## config.mk

```make
export PLATFORM = sky130hd
export DESIGN_NAME = regs
export DESIGN_NICKNAME = d
export VERILOG_FILES = /design/src/rtl/regs_pkg.sv /design/src/rtl/regs.sv
export SDC_FILE = /design/constraint.sdc
export NUM_CORES = 2
export LEC_CHECK = 0
export CORE_MARGIN = 4
export CORE_UTILIZATION = 57
export DETAILED_ROUTE_END_ITERATION = 12
export HOLD_SLACK_MARGIN = 0.03
export PLACE_DENSITY = 0.77
export SETUP_SLACK_MARGIN = 0.4
export SLEW_MARGIN = 15
export SYNTH_ARGS = -nofsm -noshare
export SYNTH_HDL_FRONTEND = slang
export SYNTH_SLANG_ARGS = --single-unit
```

## constraint.sdc

```tcl
create_clock -name clk -period 2.15 [get_ports clk]
set_input_delay 0.3225 -clock clk [delete_from_list [all_inputs] [get_ports clk]]
set_output_delay 0.3225 -clock clk [all_outputs]
set_load 0.05 [all_outputs]
```

## src/rtl/regs_pkg.sv

```systemverilog
// Shared constants for the integer register file (regs).
// Mirrors the legacy ins_defines.v values so existing users keep the same names.
package regs_pkg;

    localparam int unsigned REG_ADDR_W = 5;
    localparam logic [31:0] ZERO_WORD = 32'h0;
    localparam logic [REG_ADDR_W-1:0] x0 = 5'd0;

endpackage

```

## src/rtl/regs.sv

```systemverilog
// Integer register file: x1..x(REG_NUM-1) in flops, x0 hard-wired to zero, two async read ports.
// Optional macro REGS_BYPASS_EN forwards a same-cycle write to a matching read port.
module regs
    import regs_pkg::*;
#(
    parameter int unsigned DATA_W  = 32,
    parameter int unsigned REG_NUM = 32
) (
    input  logic                  clk,
    input  logic                  rst,
    input  logic [REG_ADDR_W-1:0] reg1_raddr_i,
    input  logic [REG_ADDR_W-1:0] reg2_raddr_i,
    output logic [DATA_W-1:0]     reg1_rdata_o,
    output logic [DATA_W-1:0]     reg2_rdata_o,
    input  logic [REG_ADDR_W-1:0] reg_waddr_i,
    input  logic [DATA_W-1:0]     reg_wdata_i,
    input  logic                  reg_wen_i,
    input  logic                  hold_i
);

    // x0 deliberately has no entry in the array
    logic [DATA_W-1:0] regs_q [1:REG_NUM-1];
    logic              write_fire;

    always_comb begin
        write_fire = reg_wen_i && !hold_i && !rst
                     && (reg_waddr_i != x0)
                     && (32'(reg_waddr_i) < REG_NUM);
    end

    always_ff @(posedge clk) begin
        if (rst) begin
            for (int unsigned i = 1; i < REG_NUM; i++) begin
                regs_q[i] <= '0;
            end
        end else if (write_fire) begin
            regs_q[reg_waddr_i] <= reg_wdata_i;
        end
    end

    always_comb begin
        reg1_rdata_o = DATA_W'(ZERO_WORD);
        if ((reg1_raddr_i != x0) && (32'(reg1_raddr_i) < REG_NUM)) begin
`ifdef REGS_BYPASS_EN
            if (write_fire && (reg_waddr_i == reg1_raddr_i)) begin
                reg1_rdata_o = reg_wdata_i;
            end else begin
                reg1_rdata_o = regs_q[reg1_raddr_i];
            end
`else
            reg1_rdata_o = regs_q[reg1_raddr_i];
`endif
        end
    end

    always_comb begin
        reg2_rdata_o = DATA_W'(ZERO_WORD);
        if ((reg2_raddr_i != x0) && (32'(reg2_raddr_i) < REG_NUM)) begin
`ifdef REGS_BYPASS_EN
            if (write_fire && (reg_waddr_i == reg2_raddr_i)) begin
                reg2_rdata_o = reg_wdata_i;
            end else begin
                reg2_rdata_o = regs_q[reg2_raddr_i];
            end
`else
            reg2_rdata_o = regs_q[reg2_raddr_i];
`endif
        end
    end

endmodule

```

==> results.cfg <==
[run_status]
status = finished, violations left
failed_checks = setup timing

[floorplanning]
coreArea_sq_um = 93750
die_area_sq_um = 100000
die_y_um = 316.3
num_rows = 112
ios = 115
die_x_um = 316.3
initial_core_util_pct = 57.78

[placed_design]
place_worst_setup_slack_ps = -1052
finalWeightedCongestion = 0.9352
dpl.hpwl_mm = 121.2
port_buffers = 114
dpl-instance-area_sq_um = 62930

[route]
routedWlPerCell_um = 35.01
routed_wl_mm = 185.2
drtIter0Drc = 5587
firstDrtPassIters = 5
via_per_inst = 6.949
drc = 0
via_count = 36760
ant_nets = 0

[synthesis]
synthesis.instances = 3496
yosysUniqueCellTypes = 39
yosysWarnings = 0
postSynthAreaPerCell_sq_um = 15.49
netlist_area_sq_um = 54170
ys_seq_area_share_pct = 56.77
ys_seq_elements = 1024

[final_layout]
drive_gt1_share_pct = 40.89
n_fill_cell = 5512
final_nets = 3994
fin_area_sq_um = 68520
regArea_sq_um = 30750
largest_reg_flops = 1024
areaGrowthSynthToFinish_pct = 26.49
largest-register = regs_q
multi_input_area_sq_um = 24680
top_regs = regs_q x1024

[timing]
relSlewSlack_pct = 61.48
timing.hold.ws_ps = 447.6
min_period_ps = 3029
report.final.slew_viol_count = 0
finalCritPeriodShare_pct = 140.9
postLayoutSetupSlackWorst_ps = -878.6
finalHoldViolations = 0
fmax_mhz = 330.2
worstMarginPinSlew_ps = 576.7
setup_viol = 64
rsz0062_at_grt = yes

[global_route]
antenna_found_initial = 1
grt_pass1_wl_mm = 265.2
gr-usage-all-layers_pct = 37.32
grt_pass1_vias = 38000
grt_max_degree = 34
grt_overflow_total = 0

[clocking]
cts_tree = yes
clock_path_buffers = 3
clkSinkCount = 1024
clkTransAtPathRegs_ps = 60
cts_root_buf = clkbuf_16
cts_made_buffers = 109
htreeDepth = 3

[setup_path]
path_class = register to primary output
required_ps = 1830
end_kind = primary output
arrival_ps = 2710
crit_fanout = 2
startpoint_type = register

[worst_hold_path]
worstHoldStart = reg_wdata_i[4]
hold_end = regs_q[0][4]
whs_path_depth = 2
hp-class = primary input to register

[pwr]
power.density_nw_per_um2 = 741.0
power_leakage_nw = 24.42
ir_drop_mv = 0.7953

[job]
cap_violations = 0
==> metal layers <==
metal	up-vias	track usage [%]	wire length (um)
li1	14470	-	-
met1	18730	47.89	62350
met2	2917	59.79	87820
met3	650	7.993	21340
met4	0	21.30	13670
met5	-	0	0
==> cells by family after synthesis <==
| kind of cell | share of synthesized area, % |
|---|---|
| compound gates | 3.520 |
| other cells | 0.006923 |
| buf+inv | 3.215 |
| mux | 23.18 |
| simple gates | 13.31 |
| flops | 56.77 |
==> power breakdown <==
part           switching (mW)  leakage, nW  internal, mW
Sequential              0.614         9.74          23.0
Combinational            4.77         13.0          4.10
Clock                    7.97         1.65          10.3
==> placed cells by master, fill, tap and decap left out, drive strengths merged, types with 7 or more instances in the layout <==
cell type / count
a2111oi: 26
a211oi: 30
a21oi: 14
a22o: 48
a22oi: 18
and2: 996
buf: 637
bufinv: 8
clkbuf: 132
clkdlybuf4s50: 36
clkinv: 55
clkinvlp: 9
conb: 32
edfxtp: 1024
mux2: 28
mux2i: 152
mux4: 476
nand2: 14
nand2b: 8
nor2: 36
nor2b: 13
nor3: 52
nor4: 7
o221ai: 24
o22ai: 76
or2: 33
==> synthesized netlist by cell type (all sizes together) <==
library cell | n | area, sq um
nand2b | 8 | 50.05
nand3 | 2 | 10.01
nand3b | 4 | 30.03
a32o | 4 | 40.04
nor2b | 13 | 81.33
a2111oi | 26 | 227.7
a221oi | 6 | 52.55
o221ai | 24 | 210.2
and3 | 6 | 37.54
nor4 | 7 | 43.79
mux4 | 476 | 10720
or2 | 33 | 206.5
mux2i | 152 | 1521
and2 | 996 | 6231
nor4b | 2 | 23.77
inv | 1 | 3.750
nor3 | 52 | 260.3
o211a | 2 | 20.02
a22oi | 18 | 135.1
nor4bb | 1 | 10.01
o22ai | 76 | 475.5
a21oi | 14 | 70.07
mux2 | 28 | 315.3
a211oi | 30 | 225.2
o21ai | 6 | 30.03
edfxtp | 1024 | 30750
conb | 1 | 3.750
clkbuf | 256 | 960.9
buf | 125 | 777.0
nand2 | 14 | 52.55
or3b | 3 | 26.28
or3 | 2 | 12.51
a22o | 48 | 420.4
nor2 | 36 | 135.1
==> area by class of cell <==
cell class | instances | share of cell area, %
Sequential cell | 1024 | 44.88
Multi-Input combinational cell | 2121 | 36.02
Timing Repair Buffer | 686 | 11.83
Clock buffer | 127 | 4.110
Tap cell | 1254 | 2.290
Clock inverter | 76 | 0.8619
Inverter | 1 | 0.005478
Antenna cell | 1 | 0.003652
==> worst max-delay path, cell delays in order (launching register included) <==
cell and delay [ps]:
edfxtp_1 400, mux4_2 530, mux4_2 580, o22ai_2 130, buf_6 150, nor3_4 40
buf_6 160
==> per-stage QoR <==
step / power (mW) / cells / util (%) / TNS, ps
detailed placement: 32.04 / 5017 / 67.13 / -609700
floorplan: 28.59 / 3527 / - / -3673
global placement: 31.80 / 5017 / 67.13 / -473100
finish: 50.78 / 5290 / 73.09 / -44590
global route: 51.99 / 5289 / 73.09 / -47580
CTS: 50.58 / 5258 / 72.43 / -46230
==> timing repair <==
action	CTS	global route
buffers inserted	33	26
gates cloned	5	5
endpoints found under the setup margin	823	1142
endpoints found under the hold margin	0	0
gates resized for setup	225	59
pin swaps	117	46
hold buffers	0	0
==> worst max path at each step <==
stage	start	end	cells past startpoint
after floorplan	reg1_raddr_i[0]	reg1_rdata_o[31]	7
after global placement	reg1_raddr_i[3]	reg1_rdata_o[18]	10
after detailed placement	reg1_raddr_i[3]	reg1_rdata_o[18]	10
after CTS	regs_q[31][0]	reg2_rdata_o[0]	6
after global routing	regs_q[31][0]	reg2_rdata_o[0]	6
final	regs_q[29][17]	reg2_rdata_o[17]	6
(Power assumes the default switching activity.)
